===== src/rtl/event_bus_queue.sv =====
// Multi-channel event collector. Each channel has a one-entry holding slot, and a
// round-robin arbiter drains the slots into a shared FIFO with a valid/ready output.
module event_bus_lane #(
  parameter int pDATA_WIDTH = 8
) (
  input  logic                   clk,
  input  logic                   reset_i,
  input  logic                   pulse,
  input  logic                   grant,
  input  logic [pDATA_WIDTH-1:0] data,
  output logic                   pend,
  output logic [pDATA_WIDTH-1:0] hold,
  output logic                   drop
);
  // A slot that is being granted this cycle can take a new event immediately.
  assign drop = pulse & pend & ~grant;

  always_ff @(posedge clk or posedge reset_i) begin
    if (reset_i) begin
      pend <= 1'b0;
      hold <= '0;
    end else if (pulse && (!pend || grant)) begin
      pend <= 1'b1;
      hold <= data;
    end else if (grant) begin
      pend <= 1'b0;
    end
  end
endmodule

module event_bus_queue #(
  parameter int pDATA_WIDTH     = 8,
  parameter int pCHANNELS       = 2,
  parameter int pDEPTH          = 4,
  parameter int pDROP_CNT_WIDTH = 8,
  localparam int CW = (pCHANNELS > 1) ? $clog2(pCHANNELS) : 1,
  localparam int FW = $clog2(pDEPTH) + 1
) (
  input  logic                             clk,
  input  logic                             reset_i,
  input  logic [pCHANNELS-1:0]             in_pulse,
  input  logic [pCHANNELS*pDATA_WIDTH-1:0] in_data,
  output logic                             out_valid,
  input  logic                             out_ready,
  output logic [pDATA_WIDTH-1:0]           out_data,
  output logic [CW-1:0]                    out_chan,
  output logic [FW-1:0]                    fill,
  output logic                             overflow,
  output logic [pDROP_CNT_WIDTH-1:0]       drop_count,
  input  logic                             clear_i
);
  localparam int AW = $clog2(pDEPTH);
  // Wide enough to hold a saturated count plus drops from all 16 possible channels.
  localparam int DW = pDROP_CNT_WIDTH + 5;
  localparam logic [DW-1:0] SAT = (DW'(1) << pDROP_CNT_WIDTH) - DW'(1);

  logic [pCHANNELS-1:0]                  pend, grant, drop;
  logic [pCHANNELS-1:0][pDATA_WIDTH-1:0] hold;
  logic [CW-1:0]                         last_grant, grant_idx;
  logic                                  grant_any, pop, can_write;
  logic [AW-1:0]                         wptr, rptr;
  logic [pDATA_WIDTH-1:0]                mem_data [pDEPTH];
  logic [CW-1:0]                         mem_chan [pDEPTH];
  logic [DW-1:0]                         ndrop, base, sum;

  for (genvar k = 0; k < pCHANNELS; k++) begin : g_lane
    event_bus_lane #(.pDATA_WIDTH(pDATA_WIDTH)) u_lane (
      .clk    (clk),
      .reset_i(reset_i),
      .pulse  (in_pulse[k]),
      .grant  (grant[k]),
      .data   (in_data[k*pDATA_WIDTH +: pDATA_WIDTH]),
      .pend   (pend[k]),
      .hold   (hold[k]),
      .drop   (drop[k])
    );
  end

  assign out_valid = (fill != '0);
  assign pop       = out_valid & out_ready;
  assign can_write = (fill != FW'(pDEPTH)) | pop;
  assign out_data  = mem_data[rptr];
  assign out_chan  = mem_chan[rptr];

  // Round-robin search starting just after the last granted channel.
  always_comb begin
    int            idx;
    logic [CW-1:0] idx_c;
    idx       = 0;
    idx_c     = '0;
    grant     = '0;
    grant_idx = last_grant;
    grant_any = 1'b0;
    for (int i = 1; i <= pCHANNELS; i++) begin
      idx = int'(last_grant) + i;
      if (idx >= pCHANNELS) idx = idx - pCHANNELS;
      idx_c = CW'(idx);
      if (!grant_any && can_write && pend[idx_c]) begin
        grant_any = 1'b1;
        grant_idx = idx_c;
      end
    end
    if (grant_any) grant[grant_idx] = 1'b1;
  end

  always_comb begin
    ndrop = '0;
    for (int k = 0; k < pCHANNELS; k++) ndrop = ndrop + DW'(drop[k]);
    base = clear_i ? '0 : DW'(drop_count);
    sum  = base + ndrop;
  end

  always_ff @(posedge clk or posedge reset_i) begin
    if (reset_i) begin
      wptr       <= '0;
      rptr       <= '0;
      fill       <= '0;
      overflow   <= 1'b0;
      drop_count <= '0;
      last_grant <= CW'(pCHANNELS - 1);
      for (int i = 0; i < pDEPTH; i++) begin
        mem_data[i] <= '0;
        mem_chan[i] <= '0;
      end
    end else begin
      if (grant_any) begin
        mem_data[wptr] <= hold[grant_idx];
        mem_chan[wptr] <= grant_idx;
        wptr           <= wptr + AW'(1);
        last_grant     <= grant_idx;
      end
      if (pop) rptr <= rptr + AW'(1);
      case ({grant_any, pop})
        2'b10:   fill <= fill + FW'(1);
        2'b01:   fill <= fill - FW'(1);
        default: fill <= fill;
      endcase
      // A drop in the same cycle as a clear still leaves its mark.
      overflow   <= (overflow & ~clear_i) | (ndrop != '0);
      drop_count <= (sum > SAT) ? SAT[pDROP_CNT_WIDTH-1:0] : sum[pDROP_CNT_WIDTH-1:0];
    end
  end
endmodule


===== config.mk =====
export PLATFORM = sky130hd
export DESIGN_NAME = event_bus_queue
export DESIGN_NICKNAME = d
export VERILOG_FILES = /design/src/rtl/event_bus_queue.sv
export SDC_FILE = /design/constraint.sdc
export NUM_CORES = 1
export LEC_CHECK = 0
export CAP_MARGIN = 25
export CORE_UTILIZATION = 59
export CTS_CLUSTER_SIZE = 28
export DETAILED_ROUTE_END_ITERATION = 10
export PLACE_DENSITY_LB_ADDON = 0.25
export SYNTH_ARGS = -nofsm -noshare
export SYNTH_HDL_FRONTEND = slang
export SYNTH_SLANG_ARGS = --single-unit

===== constraint.sdc =====
create_clock -name clk -period 7.5 [get_ports clk]
set_clock_uncertainty 0.2 [all_clocks]
set_input_delay 1.125 -clock clk [delete_from_list [all_inputs] [get_ports clk]]
set_output_delay 1.125 -clock clk [all_outputs]
set_load 0.05 [all_outputs]

# Yosys cells after proc, flatten, opt, wreduce, memory -nomap -nowiden
# Index checks and enable logic that the tools add are counted.
word_totals:
  regBits: 71
  input_bits: 22
  output_inout_bits: 22
  word_cells: 105
op_classes:
  n_addsub: 10
  magnitude_cmp: 10
  n_eq_ne: 3
  muxes: 34
  bitwise: 13
  reduce_logical: 17
op_table:
  columns: ["cell", "count"]
  rows:
  - ["$mux W8", 7]
  - ["$bwmux W32", 1]
  - ["$mux W1", 18]
  - ["$bmux W8 S2", 1]
  - ["$demux W8 S2", 1]
  - ["$reduce_bool A13 Y1", 1]
  - ["$add A8 B2 Y9", 1]
  - ["$gt A9 B8 Y1 const B", 1]
  - ["$logic_and A1 B1 Y1", 7]
  - ["$and A1 B1 Y1", 6]
  - ["$ge A3 B3 Y1 const B", 2]
  - ["$lt A1 B2 Y1 const B", 3]
  - ["$not A2 Y3", 2]
  - ["$pmux W3 S2", 1]
  - ["$reduce_bool A2 Y1", 3]
  - ["$add A2 B1 Y2 const B", 2]
  - ["$bwmux W4", 1]
  - ["$add A1 B2 Y3 const B", 1]
  - ["$add A3 B1 Y3 const B", 1]
  - ["$ge A3 B2 Y1 const B", 1]
  - ["$logic_not A1 Y1", 3]
  - ["$lt A3 B1 Y1 const B", 1]
  - ["$ne A3 B3 Y1 const B", 1]
  - ["$not A1 Y1", 3]
  - ["15 further kinds", 18]

# Logic depth before layout (Yosys ltp)
logic_depth:
  ltp_word: 22
  depth_mapped: 12
  ltp_nobuf: 11

# By module
# A second synthesis with hierarchy kept.
hier_totals:
  cells_unflattened: 279
  hier_area_um2: 3562.2
by_module_without_submodules:
  columns: ["mod", "instances", "cells_each", "area_per_inst_um2", "seq_area_each_um2"]
  rows:
  - ["event_bus_queue", 1, 233, 2791.4, 1327.5]
  - ["event_bus_lane", 2, 23, 385.4, 225.2]

# Least setup slack after synthesis
# OpenSTA, ideal clock, no wires.
synth_timing:
  path_type: "input-to-reg"
  from: "input out_ready"
  to: "register drop_count[4]"
  setup_ns: 0.135
  arrival_ns: 3.348
  t_required_ns: 7.165
  path_slack_ns: 3.817
  path_stages: 12
  path_buffers: 1
  path_cell_list: "nor4b_1 -> buf_2 -> o21ai_1 -> inv_1 -> nand2_1 -> ha_1 -> ha_1 -> fa_1 -> nand2_1 -> nor3_1 -> nand4b_1 -> o21ai_0"
synth_between:
  elab_chain_cells: 19
  elab_cells_between_ends: 24
  cone_classes: "add/sub: 2; order compare: 3; mux: 8; bitwise: 6; reduce/logical: 5"
synth_rtl:
  columns: ["element", "line", "text"]
  rows:
  - ["start, declared", "44", "input logic out_ready,"]
  - ["$and A1 B1 Y1 *", "80", "assign pop = out_valid & out_ready;"]
  - ["$or A1 B1 Y1 *", "81", "assign can_write = (fill != FW'(pDEPTH)) | pop;"]
  - ["$logic_and A1 B1 Y1", "98", "if (!grant_any && can_write && pend[idx_c]) begin"]
  - ["$mux W1", "98", null]
  - ["$logic_not A1 Y1", "98", null]
  - ["$logic_and A1 B1 Y1 (2 in a row)", "98", null]
  - ["$mux W1", "98", null]
  - ["$lt A1 B2 Y1 (not written as such) or $ge A1 B1 Y1 (tied branches)", "103", "if (grant_any) grant[grant_idx] = 1'b1;"]
  - ["(+2 left out)", null, null]
  - ["$demux W1 S1", "103", null]
  - ["$mux W2 *", "103", null]
  - ["$not A1 Y1", "16", "assign drop = pulse & pend & ~grant;"]
  - ["$and A1 B1 Y1", "16", null]
  - ["$add A1 B1 Y2 *", "108", "for (int k = 0; k < pCHANNELS; k++) ndrop = ndrop + DW'(drop[k]);"]
  - ["$add A8 B2 Y9 *", "110", "sum = base + ndrop;"]
  - ["$gt A9 B8 Y1", "140", "drop_count <= (sum > SAT) ? SAT[pDROP_CNT_WIDTH-1:0] : sum[pDROP_CNT_WIDTH-1:0];"]
  - ["$mux W8 *", "140", null]
  - ["end signal, assigned", "140", null]
  - ["end, declared", "49", "output logic [pDROP_CNT_WIDTH-1:0] drop_count,"]
# Every way passes the cells marked *; elsewhere a longest branch is shown, timed or not.
# A chain may end at the register's enable or synchronous reset.

# Worst setup path in the final report
layout_timing:
  from: "input out_ready"
  to: "register drop_count[5]"
# Same word-level chain as after synthesis.

==> flow_metrics.py <==
metrics = {
    "setup_path": {
        "rr_endpoint": "drop_count[5]",
        "critPathLaunch": "out_ready",
        "critPathArrivalTime_ps": 3940,
        "critPathBufInv": 1,
        "cp_slowest_cell": "or4b_4",
        "worstSetupPathDepth": 11,
        "startpoint_type": "input pin",
        "critPathRequiredTime_ps": 7520,
        "crit_path_end_kind": "register",
        "worstPathMaxFanout": 6,
        "reg2reg_slack_ps": 4360,
        "setup.worst_path.end": "drop_count[5]",
        "path_delay_family": "simple AND/OR/NAND/NOR gates",
        "reg2reg_from": "fill[1]",
        "max_stage_delay_ps": 610,
        "rr_worst_depth": 10,
        "path_cells": "clkdlybuf4s50_1 -> or4b_4 -> a21boi_0 -> nand2_1 -> ha_1 -> ha_1 -> fa_1 -> nand2_1 -> nor3_1 -> nand4b_1 -> o21ai_0",
        "critPathKind": "input pin to register",
    },
    "floorplanning": {
        "die_h_um": 77.6,
        "core_mm2": 0.00551,
        "die_area_mm2": 0.00602,
        "boundaryPins": 44,
        "start_util_pct": 61.3,
        "fp-row-count": 27,
        "fp.dieW_um": 77.6,
    },
    "yosys": {
        "syn-cell-area_mm2": 0.00337,
        "netlist_instances": 251,
        "synth-seq-cells": 71,
        "synth.distinct_cells": 38,
        "synth_top_cell_area_share_pct": 51.9,
        "yosys.area.top_type": "dfrtp_1",
        "syn-num-nets": 284,
        "ys_warn_count": 0,
        "ys_top_cells_by_area": "dfrtp_1 52%, mux2_2 16%, mux4_2 6.0%, ha_1 3.3%, o32ai_1 2.1%",
        "syn_avg_cell_area_um2": 13.4,
        "yosysSeqAreaShare_pct": 52.7,
    },
    "cts": {
        "clockBufferDepth": 2,
        "cts_root_buf": "clkbuf_8",
        "clk_latency_ps": 360,
        "cts_made_buffers": 9,
        "ctsHoldBuffers": 0,
        "htree_levels": 3,
        "cts_tree": "done",
        "cts_resized": 0,
        "post_cts_buffers": 0,
        "clk_pin_slew_ps": 70,
        "cts.sinks": 71,
    },
    "global_routing": {
        "grt_pass1_wl_um": 10600,
        "grt_pass1_vias": 2223,
        "grt_max_degree": 72,
        "track_usage_pct": 23.6,
        "grt_overflow": 0,
        "grt_antenna_before_repair": 0,
    },
    "final_layout": {
        "diodes": 0,
        "syn2layout_area_growth_pct": 21.8,
        "fillers": 347,
        "layout.cells.non_filler": 379,
        "drive_above_1_share_pct": 29.3,
        "utilization_pct": 74.6,
        "fin_area_mm2": 0.00411,
        "nNetsFinal": 335,
    },
    "timing": {
        "slew-limit-headroom_pct": 40.0,
        "clock.fmax_mhz": 255,
        "post-route-period-util_pct": 52.3,
        "hold_viol": 0,
        "rsz0062_at_grt": "no",
        "fin_tns_setup_ps": 0,
        "tightest_slew_ps": 901,
        "finalCriticalPeriod_ps": 3920,
        "final-setup-viol-count": 0,
        "maxSlewViolCount": 0,
    },
    "power": {
        "cellLeakagePower_nw": 1.80,
        "total_power_mw": 1.99,
        "powerDensity_mw_per_mm2": 486,
        "vdd_drop_max_v": 0.000268,
    },
    "route": {
        "antenna_left": 0,
        "drcViolationCount": 0,
        "vias": 2112,
        "via_per_inst": 5.57,
        "dr.pass1.iters": 4,
        "wl_per_cell_um": 16.3,
        "drtIter0Drc": 87,
        "wirelength_um": 6180,
    },
    "place": {
        "place_inst": 363,
        "placed_cell_area_mm2": 0.00389,
        "place_hpwl_um": 4240,
        "place_congestion": 0.762,
        "port_buffers": 43,
    },
    "hold_path": {
        "min-delay-start": "mem_data[6]",
        "hold_class": "register to register",
    },
    "job": {
        "cap_violations": 0,
    },
    "outcome": {
        "status": "complete, no violations",
    },
}
==> registers in the layout, summed over array words and instances (netlist names) <==
name / count
drop_count: 8
rptr: 2
overflow: 1
last_grant: 1
g_lane.u_lane.hold: 16
wptr: 2
fill: 3
g_lane.u_lane.pend: 2
mem_data: 32
mem_chan: 4
==> routing by layer <==
| layer | GRT usage (%) | vias up | part of all wire [%] |
|---|---|---|---|
| met5 | 0 | - | 0 |
| li1 | - | 990 | - |
| met1 | 29.9 | 1053 | 45 |
| met3 | 7.76 | 10 | 5.2 |
| met4 | 9.43 | 0 | 1.8 |
| met2 | 37.5 | 59 | 48 |
==> synth_stat cells (all sizes together) <==
library cell / n
mux4: 9
nor4: 1
inv: 18
xor2: 5
dfstp: 1
a21oi: 2
a21bo: 1
or2: 1
nand2b: 6
and2: 2
mux2: 52
nand4b: 1
mux2i: 1
o32ai: 8
or3: 1
fa: 2
o21ai: 14
nor2b: 4
buf: 3
nor3b: 1
nand3: 2
clkbuf: 2
dfrtp: 70
a21boi: 2
xnor2: 5
or4b: 1
and3: 1
nor2: 6
ha: 9
nand2: 16
nor3: 3
nor4b: 1
==> cell usage in the layout, fill, tap and decap left out, drive strengths merged, types with 2 or more instances in the layout <==
| cell | synthesis | layout |
|---|---|---|
| nor2b | 4 | 4 |
| clkinv | 0 | 4 |
| bufinv | 0 | 2 |
| xor2 | 5 | 5 |
| clkbuf | 2 | 10 |
| nand2b | 6 | 6 |
| xnor2 | 5 | 5 |
| a21oi | 2 | 2 |
| inv | 18 | 18 |
| nor2 | 6 | 6 |
| o32ai | 8 | 8 |
| ha | 9 | 9 |
| a21boi | 2 | 2 |
| nor3 | 3 | 3 |
| and2 | 2 | 2 |
| clkdlybuf4s50 | 0 | 43 |
| o21ai | 14 | 14 |
| dfrtp | 70 | 70 |
| fa | 2 | 2 |
| nand2 | 16 | 16 |
| nand3 | 2 | 2 |
| buf | 3 | 2 |
| mux2 | 52 | 52 |
| mux4 | 9 | 9 |
==> cell type report <==
type | count | area, um^2 | share of cell area [%]
Clock buffer | 10 | 138 | 3.35
Clock inverter | 6 | 83.8 | 2.04
Inverter | 18 | 67.6 | 1.64
Multi-Input combinational cell | 157 | 1510 | 36.6
Sequential cell | 71 | 1780 | 43.3
Tap cell | 72 | 90.1 | 2.19
Timing Repair Buffer | 45 | 445 | 10.8
==> kinds of logic after synthesis <==
logic type | Yosys count | share of synthesized area, %
buf+inv | 23 | 2.67
flops | 71 | 52.7
simple gates | 47 | 7.98
compound gates | 27 | 5.86
xor+xnor | 10 | 2.60
mux | 62 | 23.7
fa+ha+maj | 11 | 4.53
==> where the power goes <==
part           internal [mW]  switching (mW)
Clock                  0.195           0.145
Combinational          0.453           0.525
Sequential             0.555           0.121
Total                   1.20           0.791
==> per-stage QoR <==
stage	hold slack [ps]	setup slack (ps)
2_1_floorplan	264	3820
3_3_place_gp	280	3280
6_report	304	3580
3_5_place_dp	288	3220
5_1_grt	324	3440
4_1_cts	306	3600
==> worst min path at each step <==
stage,to,cells past startpoint,slack (ps)
2_1_floorplan,g_lane[0].u_lane.hold[4],1,260
3_3_place_gp,g_lane[0].u_lane.hold[7],1,280
3_5_place_dp,mem_data[1],1,290
4_1_cts,mem_data[1],1,310
5_1_grt,mem_data[30],1,320
6_report,mem_data[6],1,300
Note: power is estimated with default switching activity, not from simulation.
